### config.mk
export PLATFORM = sky130hd
export DESIGN_NAME = pc_unit
export DESIGN_NICKNAME = d
export VERILOG_FILES = /design/src/rtl/pc_unit.sv
export SDC_FILE = /design/constraint.sdc
export NUM_CORES = 1
export LEC_CHECK = 0
export CORE_MARGIN = 2
export CORE_UTILIZATION = 41
export DETAILED_ROUTE_END_ITERATION = 10
export SLEW_MARGIN = 20
export SYNTH_ARGS = -nofsm -noshare
export SYNTH_HDL_FRONTEND = slang
export SYNTH_SLANG_ARGS = --single-unit
### constraint.sdc
create_clock -name clk -period 7.7 [get_ports clk]
set_input_delay 0.77 -clock clk [delete_from_list [all_inputs] [get_ports clk]]
set_output_delay 0.77 -clock clk [all_outputs]
set_load 0.02 [all_outputs]
### src/rtl/pc_unit.sv
// pc_unit: fetch program counter with stall, redirect, trap vectoring and a
// circular return-address stack for predicted returns.
module pc_unit #(
  parameter int XLEN = 32,
  parameter logic [XLEN-1:0] RESET_VECTOR = '0,
  parameter logic [XLEN-1:0] TRAP_VECTOR = XLEN'('h100),
  parameter int RAS_DEPTH = 4
) (
  input  logic            clk,
  input  logic            rst,
  input  logic            stall,
  input  logic            redirect_valid,
  input  logic [XLEN-1:0] redirect_pc,
  input  logic            trap_valid,
  input  logic            ras_push,
  input  logic [XLEN-1:0] ras_push_addr,
  input  logic            ras_pop,
  output logic [XLEN-1:0] pc,
  output logic            pc_valid,
  output logic            misalign_err,
  output logic            ras_empty,
  output logic            ras_full
);
  localparam int PW = $clog2(RAS_DEPTH);
  localparam int CW = PW + 1;
  logic [XLEN-1:0] stack [RAS_DEPTH];
  logic [PW-1:0]   top, top_next, wr_ptr;
  logic [CW-1:0]   count, count_next;
  logic [XLEN-1:0] pc_next;
  logic            mis_next, do_push, wr_en;
  assign ras_empty = count == '0;
  assign ras_full  = count == CW'(RAS_DEPTH);
  always_comb begin
    pc_next    = pc;
    top_next   = top;
    count_next = count;
    mis_next   = 1'b0;
    do_push    = 1'b0;
    wr_en      = 1'b0;
    wr_ptr     = top;
    if (!pc_valid) begin
      pc_next = pc;
    end else if (trap_valid) begin
      pc_next    = TRAP_VECTOR;
      count_next = '0;
    end else if (redirect_valid && |redirect_pc[1:0]) begin
      pc_next    = TRAP_VECTOR;
      mis_next   = 1'b1;
      count_next = '0;
    end else if (redirect_valid) begin
      pc_next = redirect_pc;
      do_push = ras_push;
    end else if (stall) begin
      pc_next = pc;
    end else if (ras_pop && !ras_empty) begin
      pc_next = stack[top];
      // pop+push in one cycle swaps the top entry in place
      if (ras_push) begin
        wr_en = 1'b1;
      end else begin
        top_next   = top - 1'b1;
        count_next = count - 1'b1;
      end
    end else begin
      pc_next = pc + XLEN'(4);
      do_push = ras_push;
    end
    if (do_push) begin
      top_next   = top + 1'b1;
      wr_ptr     = top + 1'b1;
      wr_en      = 1'b1;
      count_next = ras_full ? count : count + 1'b1;
    end
  end
  always_ff @(posedge clk) begin
    if (rst) begin
      pc           <= RESET_VECTOR;
      pc_valid     <= 1'b0;
      misalign_err <= 1'b0;
      top          <= '0;
      count        <= '0;
    end else begin
      pc           <= pc_next;
      pc_valid     <= 1'b1;
      misalign_err <= mis_next;
      top          <= top_next;
      count        <= count_next;
    end
  end
  always_ff @(posedge clk) begin
    if (!rst && wr_en) stack[wr_ptr] <= ras_push_addr;
  end
endmodule

# Yosys cells after proc, flatten, opt, wreduce, memory -nomap -nowiden

Memory sizes are Yosys's and may differ from the RTL's. A register that Yosys moved wholly into a read port is not among the register bits.
Index checks and enable logic that the tools add are counted.

Register bits: 39
Bits in latches: 0
Bits in writable memories: 128
Bits in read-only memories: 0
Input port bits: 71
Logic and storage cells: 80
Memories kept: 1

Add/sub/neg operators: 5
Multipliers: 0
Divide/modulo/power cells: 0
Order comparisons: 0
Eq/ne operators: 11
Shifts and indexed selects: 0
Mux-type cells: 43
Bitwise operators: 1
Reductions and logical operators: 14

Memory list:

| memory | words | width | read ports | clocked after Yosys merged registers in | write ports | RTL line | source |
|---|---|---|---|---|---|---|---|
| stack  | 4     | 32    | 1          | 1                                       | 1           | 26       | `logic [XLEN-1:0] stack [RAS_DEPTH];` |

Operator list:

| kind                                                   | count |
|---|---|
| two-way mux 32 bit                                     | 5 |
| adder 32 x 3 -> 32 bit (second input constant)         | 1 |
| two-way mux 3 bit                                      | 9 |
| two-way mux 2 bit                                      | 11 |
| two-way mux 1 bit                                      | 18 |
| inequality test 4 x 1 -> 1 bit (second input constant) | 3 |
| inequality test 2 x 1 -> 1 bit (second input constant) | 4 |
| AND reduction 7 bit                                    | 1 |
| AND reduction 6 bit                                    | 1 |
| inequality test 2 bit (second input constant)          | 2 |
| inequality test 4 x 2 -> 1 bit (second input constant) | 1 |
| nonzero test 2 bit                                     | 2 |
| nonzero test 4 bit                                     | 1 |
| adder 3 x 1 -> 3 bit (second input constant)           | 1 |
| equality test 3 bit (second input constant)            | 1 |
| logical AND 1 bit                                      | 3 |
| logical NOT 3 bit                                      | 1 |
| OR reduction 3 bit                                     | 1 |
| subtractor 3 x 1 -> 3 bit (second input constant)      | 1 |
| adder 2 x 1 -> 2 bit (second input constant)           | 1 |
| logical NOT 1 bit                                      | 2 |
| AND reduction 2 bit                                    | 1 |
| OR reduction 2 bit                                     | 1 |
| subtractor 2 x 1 -> 2 bit (second input constant)      | 1 |
| NOT 1 bit                                              | 1 |

# Longest topological paths before layout

Depth after elaboration: 13
Depth in mapped cells: 10

# Least setup slack after synthesis

No wires, ideal clock.

Path type: in2reg
Start point: input redirect_pc[0]
End point: memory stack[0][0], enable pin
Library setup time: 0.461 ns
Arrival: 4.463 ns
Data required time: 7.239 ns
Path slack: 2.776 ns
Stages: 6
Path buffers: 1
Cells stage by stage: o21a_1 or3_1 clkbuf_1 or2_2 ha_1 nor3_1

Cells in the longest elaborated chain, start to end: 9

RTL lines:

| item                                    | RTL line | source |
|---|---|---|
| start: declaration                      | 13       | `input logic [XLEN-1:0] redirect_pc,` |
| OR reduction 2 bit *                    | 46       | `end else if (redirect_valid && \|redirect_pc[1:0]) begin` |
| logical AND 1 bit *                     | 46       |  |
| two-way mux 1 bit                       | 46       |  |
| two-way mux 1 bit                       | 43       | `end else if (trap_valid) begin` |
| two-way mux 1 bit                       | 41       | `if (!pc_valid) begin` |
| two-way mux 1 bit                       | 68       | `if (do_push) begin` |
| logical AND 1 bit                       | 91       | `if (!rst && wr_en) stack[wr_ptr] <= ras_push_addr;` |
| two-way mux 1 bit                       | 91       |  |
| two-way mux 1 bit (not written as such) | 91       |  |
| end: declaration                        | 26       |  |

Mark *: on every way between the ends. The rest lies on a longest branch, timed or not.

# Final worst setup path

Start point: input redirect_valid
End point: memory stack[0][20], enable pin

Cells in the longest elaborated chain, start to end: 8

RTL lines:

| item                                                   | RTL line | source |
|---|---|---|
| start: declaration                                     | 12       | `input logic redirect_valid,` |
| two-way mux 1 bit or logical AND 1 bit (tied branches) | 50, 46   |  |
| two-way mux 1 bit                                      | 46       |  |
| two-way mux 1 bit                                      | 43       |  |
| two-way mux 1 bit                                      | 41       |  |
| two-way mux 1 bit                                      | 68       |  |
| logical AND 1 bit                                      | 91       |  |
| two-way mux 1 bit                                      | 91       |  |
| two-way mux 1 bit (not written as such)                | 91       |  |

Parallel ways exist; a longest one is shown, timed or not.

==> results.py <==
metrics = {
    "outcome": {
        "outcome": "finished, final reports clean",
    },
    "global_routing": {
        "grt_usage_pct": 20.1,
        "grt_antenna_before_repair": 0,
        "grt_first_pass_wirelength_um": 29200,
        "grt_pass1_vias": 5033,
        "overflow": 0,
        "grt_max_degree": 44,
    },
    "finish": {
        "layout.nets": 715,
        "stdcell_count": 880,
        "areaGrowthSynthToFinish_pct": 25.4,
        "layout-drive-gt1-share_pct": 14.1,
        "regArea_sq_um": 4670,
        "layout_commonest_cell": "edfxtp_1",
        "diodes": 0,
        "final_cell_mix": "128 x edfxtp_1, 106 x clkdlybuf4s50_1, 40 x dfxtp_1",
        "nFillCells": 1504,
        "multiInputGateArea_sq_um": 2590,
    },
    "die": {
        "floorplan.rows": 49,
        "die_x_um": 139,
        "die_area_sq_um": 19200,
        "initial_core_util_pct": 41.6,
        "ios": 107,
        "core_area_sq_um": 17800,
        "die_h_um": 139,
    },
    "sta": {
        "holdWs_ns": 0.483,
        "slew_headroom_pct": 27.7,
        "fin_crit_sh_pct": 47.4,
        "setup_viol": 0,
        "skew_ns": 0.00670,
        "rsz0062_at_grt": "no",
        "fmax_ghz": 0.274,
        "worst_pin_slew_ns": 1.08,
        "min_period_ns": 3.65,
        "drv_slew": 0,
        "fin_tns_setup_ns": 0,
        "finalHoldViolCount": 0,
    },
    "pwr": {
        "ir_worst_vdd_v": 0.000217,
        "power.internal_mw": 1.51,
        "p_comb_share_pct": 8.4,
        "p_per_area_nw_per_um2": 210,
        "power_frac_seq_pct": 51.0,
        "clkPwrFrac_pct": 40.6,
        "leakage_nw": 2.97,
        "p_sw_uw": 446,
        "switching_share_pct": 22.8,
    },
    "synth": {
        "synth_area_sq_um": 7420,
        "synth.distinct_cells": 60,
        "synthTopCellsByArea": "edfxtp_1 52%, dfxtp_1 11%, mux4_2 9.7%",
        "post-synth-top-area-cell": "edfxtp_1",
        "async_flop_share_pct": 0,
        "synth_top_area_share_pct": 51.8,
        "ys_ff_latch": 169,
        "yosys_warnings": 0,
        "synth-main-ff-cell": "edfxtp_1",
        "ys_seq_area_share_pct": 62.9,
        "synth_fp_nets": 606,
        "synth_area_per_cell_sq_um": 14.0,
        "synthCells": 529,
        "synth_edf_count": 128,
    },
    "detailed_routing": {
        "routed_wl_um": 19200,
        "drtPass1Iterations": 6,
        "via_per_inst": 5.83,
        "antenna_left": 0,
        "vias": 5132,
        "wl_per_cell_um": 21.8,
        "drc": 0,
        "drt_iter0_markers": 451,
    },
    "placed_design": {
        "dp.cells": 848,
        "portBuffers": 106,
        "dp_hpwl_um": 13400,
        "gp_congestion": 0.884,
    },
    "clock_tree": {
        "post_cts_resized": 0,
        "worstSkewPairLatency_ns": 0.43,
        "numCtsBuffers": 17,
        "path_clk_slew_ns": 0.06,
        "cts_hold_buf": 0,
        "htreeDepth": 4,
        "clock_path_buffers": 2,
        "clock_sinks": 169,
        "clockRootBuffer": "clkbuf_16",
        "post-cts-setup-buffers": 0,
        "cts_tree": "done",
    },
    "flow_run": {
        "cap_violations": 0,
    },
    "setup_path": {
        "cp_max_fo": 43,
        "critPathCaptureType": "flip-flop",
        "worst_ep_required_time_ns": 7.77,
        "arrival_ns": 3.72,
        "startpoint_type": "input port",
        "crit_type": "input port to flip-flop",
    },
    "hold_path": {
        "hp-class": "flip-flop to flip-flop",
    },
}
[per-stage QoR]
stage | power (mW) | area (sq um) | worst slack, ns | utilization (%)
CTS | 1.97 | 9300 | 4.08 | 52.1
global route | 2.02 | 9300 | 3.91 | 52.1
detailed placement | 1.18 | 8750 | 3.63 | 49.1
finish | 1.96 | 9300 | 4.05 | 52.1
global placement | 1.18 | 8750 | 3.68 | 49.1
floorplan | 1.09 | 7420 | 2.78 | -
[cell usage after synthesis, types with 3 or more instances]
master / n
mux4_2: 32
nand3_1: 20
a22oi_1: 10
nand4_1: 7
o211ai_1: 3
clkbuf_1: 19
inv_1: 17
a211oi_1: 5
nand2_1: 19
or2_2: 3
a221oi_1: 3
o22ai_1: 3
nor2b_1: 4
o31a_1: 3
a32oi_1: 5
xnor2_1: 8
and3_1: 6
nand2b_1: 4
a22o_1: 12
edfxtp_1: 128
and4_1: 3
dfxtp_1: 41
nor2_1: 34
nor3_1: 11
o2bb2ai_1: 4
a21oi_1: 15
mux2i_1: 12
ha_1: 6
o31ai_1: 7
a211o_1: 3
o21ai_0: 26
or3_1: 4
or4_4: 3
buf_2: 4
nor4_1: 8
[area by class of cell]
type | instances | area share [%]
clock buffer | 19 | 4.65
clock inverter | 13 | 1.25
inverter | 19 | 0.767
multi-input combinational | 315 | 27.9
sequential | 169 | 50.1
tap | 229 | 3.08
timing repair buffer | 116 | 12.2
[worst max-delay path, stage by stage]
cell	delay [ns]
clkdlybuf4s50_1	0.45
buf_4	0.38
nor2b_1	0.14
or3_1	0.57
or2_2	0.39
ha_1	0.33
nor3_2	0.20
buf_4	0.46
[metal layers]
| layer | track usage (%) | vias up | share of wire (%) |
|---|---|---|---|
| met1 | 28.5 | 2543 | 44 |
| met5 | 0 | - | 0 |
| met4 | 6.55 | 0 | 1.9 |
| li1 | - | 2345 | - |
| met2 | 30.5 | 207 | 47 |
| met3 | 5.37 | 37 | 6.9 |
[kinds of logic (layout without fill, tap and decap cells)]
logic type,after synthesis,after routing,synth area share (%)
DFF,169,169,62.9
and+or+nand+nor,133,133,9.43
AOI/OAI and AO/OA,122,122,11.7
muxes,45,45,11.5
buffers and inverters,45,167,2.45
xor gates and xnor gates,9,9,1.06
adders and majority gates,6,6,1.01
[sequential cells by signal, summed over array words and instances, names as in the netlist, named ones only]
name,cells
top,2
pc_valid,1
stack,128
misalign_err,1
count,3
pc,32
[power by group through the flow]
stage,Clock [mW],Sequential [mW],Combinational (mW)
2_1_floorplan,0,1.02,0.0736
5_1_grt,0.845,0.998,0.175
4_1_cts,0.811,0.997,0.164
3_3_place_gp,0,1.02,0.161
6_report,0.795,0.997,0.164
3_5_place_dp,0,1.02,0.163
[final timing paths]
kind | start | to | slack (ns) | cells after the start
worst max-delay path | redirect_valid | stack[0][20] | 4.05 | 8
worst min-delay path | count[0] | count[0] | 0.48 | 2
worst max register to register | count[0] | stack[0][20] | 4.49 | 9
worst min register to register | count[0] | count[0] | 0.48 | 2
Power figures use the tool's default switching activity.
